[config.mk]
export PLATFORM = sky130hd
export DESIGN_NAME = result_display_flat
export DESIGN_NICKNAME = d
export VERILOG_FILES = /design/src/rtl/result_display_pkg.sv /design/src/rtl/result_display_if.sv /design/src/rtl/result_display_bin2bcd.sv /design/src/rtl/result_display.sv /design/src/flat_wrapper.sv
export SDC_FILE = /design/constraint.sdc
export NUM_CORES = 1
export LEC_CHECK = 0
export BUFFER_PORTS_ARGS = -buffer_cell sky130_fd_sc_hd__buf_4
export CORE_ASPECT_RATIO = 0.5
export CORE_MARGIN = 5
export CORE_UTILIZATION = 40
export CTS_BUF_LIST = sky130_fd_sc_hd__clkbuf_4 sky130_fd_sc_hd__clkbuf_8 sky130_fd_sc_hd__clkbuf_16
export DETAILED_ROUTE_END_ITERATION = 10
export REMOVE_ABC_BUFFERS = 1
export SYNTH_ARGS = -nofsm -noshare
export SYNTH_HDL_FRONTEND = slang
export SYNTH_SLANG_ARGS = --single-unit
[constraint.sdc]
create_clock -name clk -period 4.2 [get_ports clk]
set_input_delay 0.84 -clock clk [delete_from_list [all_inputs] [get_ports clk]]
set_output_delay 0.84 -clock clk [all_outputs]
set_load 0.005 [all_outputs]
[src/rtl/result_display_pkg.sv]
// Shared types and constants for the result_display seven-segment driver.
package result_display_pkg;

  typedef enum logic [1:0] {StIdle, StShift, StCommit} conv_state_e;

  localparam int unsigned NUM_DIGITS  = 4;
  localparam int unsigned BCD_NIBBLES = 5;

  // Active-low {g,f,e,d,c,b,a}; element i is the glyph for nibble value i.
  localparam logic [15:0][6:0] SEG_PATTERNS = {
    7'b0001110,  // F
    7'b0000110,  // E
    7'b0100001,  // d
    7'b1000110,  // C
    7'b0000011,  // b
    7'b0001000,  // A
    7'b0010000,  // 9
    7'b0000000,  // 8
    7'b1111000,  // 7
    7'b0000010,  // 6
    7'b0010010,  // 5
    7'b0011001,  // 4
    7'b0110000,  // 3
    7'b0100100,  // 2
    7'b1111001,  // 1
    7'b1000000   // 0
  };

  localparam logic [6:0] SEG_BLANK = 7'b1111111;

endpackage

[src/rtl/result_display_if.sv]
// Display-side bundle: the value from the core and the pins/status driven back.
interface result_display_if;
  logic [15:0] result;
  logic [3:0]  an;
  logic [6:0]  seg;
  logic        dp;
  logic        busy;
  logic        ovf;

  modport master (output result, input an, seg, dp, busy, ovf);
  modport slave  (input result, output an, seg, dp, busy, ovf);
endinterface

[src/rtl/result_display_bin2bcd.sv]
// Sequential double-dabble: one shift per cycle, 16 shifts, then a one-cycle done.
module result_display_bin2bcd
  import result_display_pkg::*;
(
  input  logic                     clk,
  input  logic                     rst,
  input  logic                     start,
  input  logic [15:0]              value,
  output logic                     busy,
  output logic                     done,
  output logic [BCD_NIBBLES*4-1:0] bcd
);

  conv_state_e state_q, state_d;
  logic [35:0] sr_q, sr_d;  // {bcd[19:0], binary[15:0]}
  logic [3:0]  cnt_q, cnt_d;
  logic [19:0] adj;

  always_ff @(posedge clk) begin
    if (rst) begin
      state_q <= StIdle;
    end else begin
      state_q <= state_d;
    end
  end

  always_comb begin
    state_d = state_q;
    unique case (state_q)
      StIdle:   if (start) state_d = StShift;
      StShift:  if (cnt_q == 4'd15) state_d = StCommit;
      StCommit: state_d = StIdle;
      default:  state_d = StIdle;
    endcase
  end

  always_comb begin
    busy = (state_q != StIdle);
    done = (state_q == StCommit);
  end

  always_ff @(posedge clk) begin
    if (rst) begin
      sr_q  <= '0;
      cnt_q <= '0;
    end else begin
      sr_q  <= sr_d;
      cnt_q <= cnt_d;
    end
  end

  always_comb begin
    adj = '0;
    for (int i = 0; i < int'(BCD_NIBBLES); i++) begin
      adj[i*4 +: 4] = (sr_q[16+i*4 +: 4] >= 4'd5) ? sr_q[16+i*4 +: 4] + 4'd3
                                                  : sr_q[16+i*4 +: 4];
    end
    sr_d  = sr_q;
    cnt_d = cnt_q;
    if (state_q == StIdle && start) begin
      sr_d  = {20'd0, value};
      cnt_d = '0;
    end else if (state_q == StShift) begin
      // Top adjusted bit is always 0 for a 16-bit input, so dropping it is safe.
      sr_d  = {adj[18:0], sr_q[15:0], 1'b0};
      cnt_d = cnt_q + 4'd1;
    end
  end

  assign bcd = sr_q[35:16];

endmodule

[src/rtl/result_display.sv]
// Four-digit multiplexed seven-segment driver for the core's result value.
// RESULT_DISPLAY_DECIMAL_EN selects BCD (decimal) display; otherwise raw hex nibbles.
module result_display
  import result_display_pkg::*;
#(
  parameter int unsigned REFRESH_DIV = 100000
) (
  input  logic             clk,
  input  logic             rst,
  result_display_if.slave  bus
);

  localparam int unsigned DivW = $clog2(REFRESH_DIV);

  logic [15:0]                 last_value_q;
  logic [NUM_DIGITS-1:0][3:0]  digit_q;
  logic                        conv_busy;
  logic                        capture;
  logic                        ovf;
  logic [DivW-1:0]             div_q;
  logic [1:0]                  idx_q;
  logic [3:0]                  an_q;
  logic [6:0]                  seg_q;

  // result is a level, so a change against the last captured value is the trigger.
  assign capture = !conv_busy && (bus.result != last_value_q);

  always_ff @(posedge clk) begin
    if (rst) begin
      last_value_q <= '0;
    end else if (capture) begin
      last_value_q <= bus.result;
    end
  end

`ifdef RESULT_DISPLAY_DECIMAL_EN
  logic                     conv_done;
  logic [BCD_NIBBLES*4-1:0] bcd;
  logic                     ovf_q;

  result_display_bin2bcd u_bin2bcd (
    .clk   (clk),
    .rst   (rst),
    .start (capture),
    .value (bus.result),
    .busy  (conv_busy),
    .done  (conv_done),
    .bcd   (bcd)
  );

  // Only the ten-thousands nibble can signal overflow; four BCD digits never exceed 9999.
  always_ff @(posedge clk) begin
    if (rst) begin
      digit_q <= '0;
      ovf_q   <= 1'b0;
    end else if (conv_done) begin
      digit_q <= bcd[15:0];
      ovf_q   <= (bcd[19:16] != 4'd0);
    end
  end

  assign ovf = ovf_q;
`else
  logic load_q;

  always_ff @(posedge clk) begin
    if (rst) begin
      load_q  <= 1'b0;
      digit_q <= '0;
    end else begin
      load_q <= capture;
      if (load_q) digit_q <= last_value_q;
    end
  end

  assign conv_busy = load_q;
  assign ovf       = 1'b0;
`endif

  // an and seg come from the same index register so they switch on the same edge.
  always_ff @(posedge clk) begin
    if (rst) begin
      div_q <= '0;
      idx_q <= '0;
      an_q  <= 4'b1111;
      seg_q <= SEG_BLANK;
    end else begin
      if (div_q == DivW'(REFRESH_DIV - 1)) begin
        div_q <= '0;
        idx_q <= idx_q + 2'd1;
      end else begin
        div_q <= div_q + DivW'(1);
      end
      an_q  <= ~(4'b0001 << idx_q);
      seg_q <= SEG_PATTERNS[digit_q[idx_q]];
    end
  end

  assign bus.an   = an_q;
  assign bus.seg  = seg_q;
  assign bus.dp   = 1'b1;
  assign bus.busy = conv_busy;
  assign bus.ovf  = ovf;

endmodule

[src/flat_wrapper.sv]
// flat-port wrapper written by rule: the top's interface ports become plain ports
module result_display_flat import result_display_pkg::*;
#(
  parameter int unsigned REFRESH_DIV = 100000
)
  (clk, rst, bus_result, bus_an, bus_seg, bus_dp, bus_busy, bus_ovf);
  result_display_if bus_i ();
  input  logic clk;
  input  logic rst;
  input wire logic [$bits(bus_i.result)-1:0] bus_result;
  output wire logic [$bits(bus_i.an)-1:0] bus_an;
  output wire logic [$bits(bus_i.seg)-1:0] bus_seg;
  output wire logic [$bits(bus_i.dp)-1:0] bus_dp;
  output wire logic [$bits(bus_i.busy)-1:0] bus_busy;
  output wire logic [$bits(bus_i.ovf)-1:0] bus_ovf;
  assign bus_i.result = bus_result;
  assign bus_an = bus_i.an;
  assign bus_seg = bus_i.seg;
  assign bus_dp = bus_i.dp;
  assign bus_busy = bus_i.busy;
  assign bus_ovf = bus_i.ovf;
  result_display #(.REFRESH_DIV(REFRESH_DIV)) u_core (.clk(clk), .rst(rst), .bus(bus_i));
endmodule
Word level (Yosys, flattened, before mapping):

Memory sizes are Yosys's and may differ from the RTL's. A register that Yosys moved wholly into a read port is not among the register bits.
Index checks and enable logic that the tools add are counted.

* $add $sub $neg: 2
* magnitude comparators: 1
* eq/ne operators: 2
* shifts and indexed selects: 1
* mux-type cells: 2
* bitwise operators: 1
* reductions and logical operators: 3

Operators by type and width (number)
* $add 17x1->17 const B: 1
* $eq 17x17->1 const B: 1
* $ne 16x16->1: 1
* $bmux 4 s2: 1
* $mux 4: 1
* $not 4->4: 1
* $shl 1x2->4 const A: 1
* $lt 2x3->1 const B: 1
* $add 2x1->2 const B: 1
* $reduce_or 2->1: 1
* $logic_and 1x1->1: 1
* $logic_not 1->1: 1

* register bits after elaboration: 56
* bits in read-only memories: 112
* input bits: 18
* output and inout bits: 14
* word-level logic and storage cells: 22
* memories kept: 1

Memories
* (name not given): depth 16, width 7, rd ports 1, clocked after Yosys merged registers in 1, write ports 0, line result_display.sv:95 `seg_q <= SEG_PATTERNS[digit_q[idx_q]];`

Logic depth before layout (Yosys ltp):

* depth in word-level cells: 2
* mapped depth: 7
* depth with buffers taken out: 6

Worst setup path after synthesis:

No wires, ideal clock.

* kind: flip-flop to flip-flop
* start: reg u_core.idx_q[0]
* end: reg u_core.seg_q[0] (netlist: u_core.bus.seg[0])
* library setup time: 0.128 ns
* arrival time: 1.932 ns
* required time: 4.072 ns
* setup slack: 2.140 ns
* cell stages (with the launch flop): 7
* path buffers: 1
* clock period less this slack: 2.060 ns
* cells stage by stage: dfxtp_1 -> buf_2 -> mux4_2 -> ha_1 -> or3b_2 -> o221ai_1 -> nand2_1

* longest elaborated chain between the ends: 2

RTL lines
* start, declared: line result_display.sv:21 `logic [1:0] idx_q;`
* start signal, assigned: line result_display.sv:90 `idx_q <= idx_q + 2'd1;`
* $bmux 4 s2: line result_display.sv:95
* $mux 4 (implied by the code): line result_display.sv:95
* end, declared: line result_display.sv:23 `logic [6:0] seg_q;`

Every way passes these cells. The select of a mux whose other input is x is not followed.
A chain may end at the register's enable or synchronous reset.

Worst setup path in the final report:

* start: reg u_core.load_q (netlist: u_core.bus.busy)
* end: out bus_busy

RTL lines
* start, declared: line result_display.sv:64 `logic load_q;`
* start signal, assigned: line result_display.sv:71 `load_q <= capture;`
* end, declared: line flat_wrapper.sv:14 `output wire logic [$bits(bus_i.busy)-1:0] bus_busy;`

No word-level cell between the ends.

==> qor.txt <==
ROUTE
-------------------------------------------------------------------------------------------
Vias after detailed routing                                                            2145
Wire length after detailed routing                                                  5670 µm
Antenna violation net count after detailed routing                                        0
First-pass detailed-route iteration total                                                 4
Mean routed wirelength per cell                                                     13.1 µm
Number of remaining DRC errors                                                            0
Via/cell ratio                                                                         4.97
Number of design-rule violations left by the first detailed-router iteration             41

GLOBAL ROUTING
-------------------------------------------------------------------------------------------
Vias in the first global route                                                         2068
Number of antenna violations at the first check in global routing                         0
Grt ovf                                                                                   0
Global-route wire length before repair                                              9560 µm
Total GRT Usage                                                                       0.137
Maximum number of pins on one net before global-route repair                             43

POWER
-------------------------------------------------------------------------------------------
Power Density                                                                    433 nW/µm²
Pleak                                                                            0.00143 µW
Worst IR Drop VDD                                                                  0.209 mV

WORST SETUP PATH
-------------------------------------------------------------------------------------------
First element of the critical path                                             u_core.bus.busy
WS Path Type                                                                        reg2out
Reg2Reg Capture Point                                                          u_core.bus.seg[0]
Master of the slowest instance on the critical path                                 dfxtp_1
Kind of start point of the critical path                                          flip-flop
Data required, critical path                                                        3.36 ns
Slack of the worst reg-to-reg path                                                  1.86 ns
Family of cells with the greatest summed delay on the critical path              flip-flops
Cell count of the worst reg-to-reg path                                                   5
Arrival time of the worst setup path                                                1.61 ns
Highest cell delay on the worst timing path                                         1.03 ns
Crit-path cells                                                                       buf_4
Max FO, Critical Path                                                                    18
Worst flop-to-flop path startpoint                                             u_core.idx_q[0]
Category of the worst setup path capture point                                   output pin
CP bufs+invs                                                                              1

STA
-------------------------------------------------------------------------------------------
Highest clock frequency the design can meet                                         408 MHz
Post-layout minimum cycle time                                                      2.45 ns
Final Max Slew Viols                                                                      0
Crit path setup slack, layout                                                       1.75 ns
Worst-Margin Slew                                                                   1.21 ns
Remaining max-slew budget at the tightest pin                                         0.191
Hold violation total from the final report                                                0
Final setup violation count                                                               0
Sum of negative setup slack                                                            0 ns
Fraction of the cycle the final worst path needs                                      0.583
RSZ-0062 raised after global routing                                                  false
Final Skew                                                                       0.00440 ns

PLACE
-------------------------------------------------------------------------------------------
Global placement routability congestion                                               0.759
Placed standard-cell area                                                          3160 µm²
Worst setup slack after placement                                                   1.36 ns
Estimated wirelength of the detail-placed design                                    3740 µm
Number of port buffers                                                                   29

CTS
-------------------------------------------------------------------------------------------
Clock tree from TritonCTS                                                             built
H-tree levels                                                                             3
Post-cts sizing count                                                                     0
Clock buffer count from CTS                                                               9
Clock latency on the worst-skew pair                                                0.33 ns
CTS sink count                                                                           63
CTS hold repair buffers                                                                   0
Post-CTS Setup Bufs                                                                       0
Clock-pin transition on the worst setup and hold timing paths                       0.05 ns
CTS root buffer                                                                   clkbuf_16
Buffer levels on the longest clock path                                                   2

FINISH
-------------------------------------------------------------------------------------------
Multi-input logic area                                                             1520 µm²
Layout overhead on the synthesized area                                               19.6%
Fill cell count                                                                         629
Fin nets                                                                                364
Fraction of layout instances using a drive strength above 1                           0.162
Number of diodes added for antenna fixing                                                 0
Sequential cell area                                                               1260 µm²
Final design instance area without fill                                            3460 µm²

LOGIC SYNTHESIS
-------------------------------------------------------------------------------------------
Most numerous cell in the Yosys netlist                                             dfxtp_1
Warning count from the yosys run                                                          0
Share of synthesized flip-flops with an asynchronous set or reset                         0
Cells after Synth                                                                       311
List of most frequent post-synthesis cells                                     dfxtp_1, nand2_1, nor2_1, mux2i_1, xor2_1
Area share of the leading cell type in the synthesized netlist                        0.436
Portion of the post-synthesis area used by sequential elements                        0.436
Number of distinct library cells after synthesis                                         40
Mean instance size in the synthesized netlist                                      9.30 µm²
Cell area after technology mapping                                                 2890 µm²
Biggest area consumer among synthesized cells                                       dfxtp_1
EDFF count, synth                                                                         0
Top post-synthesis cells by area                                               dfxtp_1, mux2i_1, xor2_1, nand2_1, nor2_1
Most instantiated flip-flop cell in the synthesis netlist                           dfxtp_1
Number of register bits inferred by synthesis                                            63

RUN
-------------------------------------------------------------------------------------------
Number of max-cap violations                                                              0

WORST HOLD PATH
-------------------------------------------------------------------------------------------
Worst hold path endpoint                                                       u_core.div_q[0]
Number of cells traversed by the worst hold path                                          1
Worst hold path type                                                                reg2reg
Source of the worst hold timing path                                           u_core.div_q[0]

RUN STATUS
-------------------------------------------------------------------------------------------
Status                                                                         complete, no violations

FLOORPLAN
-------------------------------------------------------------------------------------------
Die Outline Area                                                                   9140 µm²
Core Region                                                                        6860 µm²
Die Y                                                                               70.1 µm
Starting Density                                                                      0.422
Total I/O pin count                                                                      32
Standard-cell row count                                                                  21
Die width                                                                            130 µm

[cell families (layout without fill, tap and decap cells)]
kind of cell               after synthesis  after routing  share of synthesized area
AOI/OAI and AO/OA                       24             24                     0.0510
xor gates and xnor gates                30             30                     0.0908
adders and majority gates               11             11                     0.0476
buffers and inverters                   27             56                     0.0402
DFF                                     63             63                      0.436
muxes                                   37             37                      0.145
other                                    2              2                    0.00260
and+or+nand+nor                        117            117                      0.186
[state kept, by name (all words and copies together) (netlist names)]
name                 flops
u_core.bus.an            4
u_core.bus.busy          1
u_core.bus.seg           7
u_core.digit_q          16
u_core.div_q            17
u_core.idx_q             2
u_core.last_value_q     16
[through the flow]
step,hold WS (ns),std cells,utilization,total power (µW)
3_3_place_gp,0.443,416,0.461,772
2_1_floorplan,0.430,294,-,725
3_5_place_dp,0.461,416,0.461,775
6_report,0.474,432,0.505,1500
5_1_grt,0.506,432,0.505,1570
4_1_cts,0.473,432,0.505,1520
[per-layer routing]
metal / track usage / vias up / wire length [µm]
met4: 0.0518 / 0 / 72
met3: 0.0640 / 7 / 362
met5: 0 / - / 0
li1: - / 1098 / -
met2: 0.222 / 45 / 2800
met1: 0.156 / 995 / 2440
[report_power, final]
part | internal, µW | switching (µW) | leakage [µW]
clock network | 485 | 253 | 0.000153
registers | 625 | 23.2 | 0.000516
logic | 57.9 | 56.1 | 0.000762
[area by class of cell]
| class | instances | share of cell area |
|---|---|---|
| clock inverters | 4 | 0.0130 |
| repair buffers | 30 | 0.0651 |
| well taps | 92 | 0.0333 |
| inverters | 10 | 0.0108 |
| clock buffers | 12 | 0.0734 |
| flip-flops and latches | 63 | 0.364 |
| multi-input cells | 221 | 0.440 |
[placed cells by master, fill, tap and decap left out, types with 3 or more instances in the layout]
cell | Yosys | routed
a21oi_1 | 7 | 7
buf_4 | 2 | 30
clkbuf_16 | 0 | 9
clkinv_2 | 0 | 3
dfxtp_1 | 63 | 63
ha_1 | 11 | 11
inv_1 | 9 | 9
mux2i_1 | 33 | 33
mux4_2 | 4 | 4
nand2_1 | 45 | 45
nand3_1 | 6 | 6
nand4_1 | 3 | 3
nor2_1 | 37 | 37
nor3_1 | 4 | 4
nor4_1 | 7 | 7
o21ai_0 | 6 | 6
xnor2_1 | 10 | 10
xor2_1 | 20 | 20
[how the worst max path moves through the flow]
stage | end | slack, ns | cells after the start
2_1_floorplan | u_core.last_value_q[0] | 1.45 | 4
3_3_place_gp | u_core.bus.busy | 1.39 | 5
3_5_place_dp | u_core.bus.busy | 1.36 | 5
4_1_cts | bus_busy | 1.73 | 1
5_1_grt | u_core.bus.busy | 1.70 | 5
6_report | bus_busy | 1.75 | 1
Power figures use the tool's default switching activity.
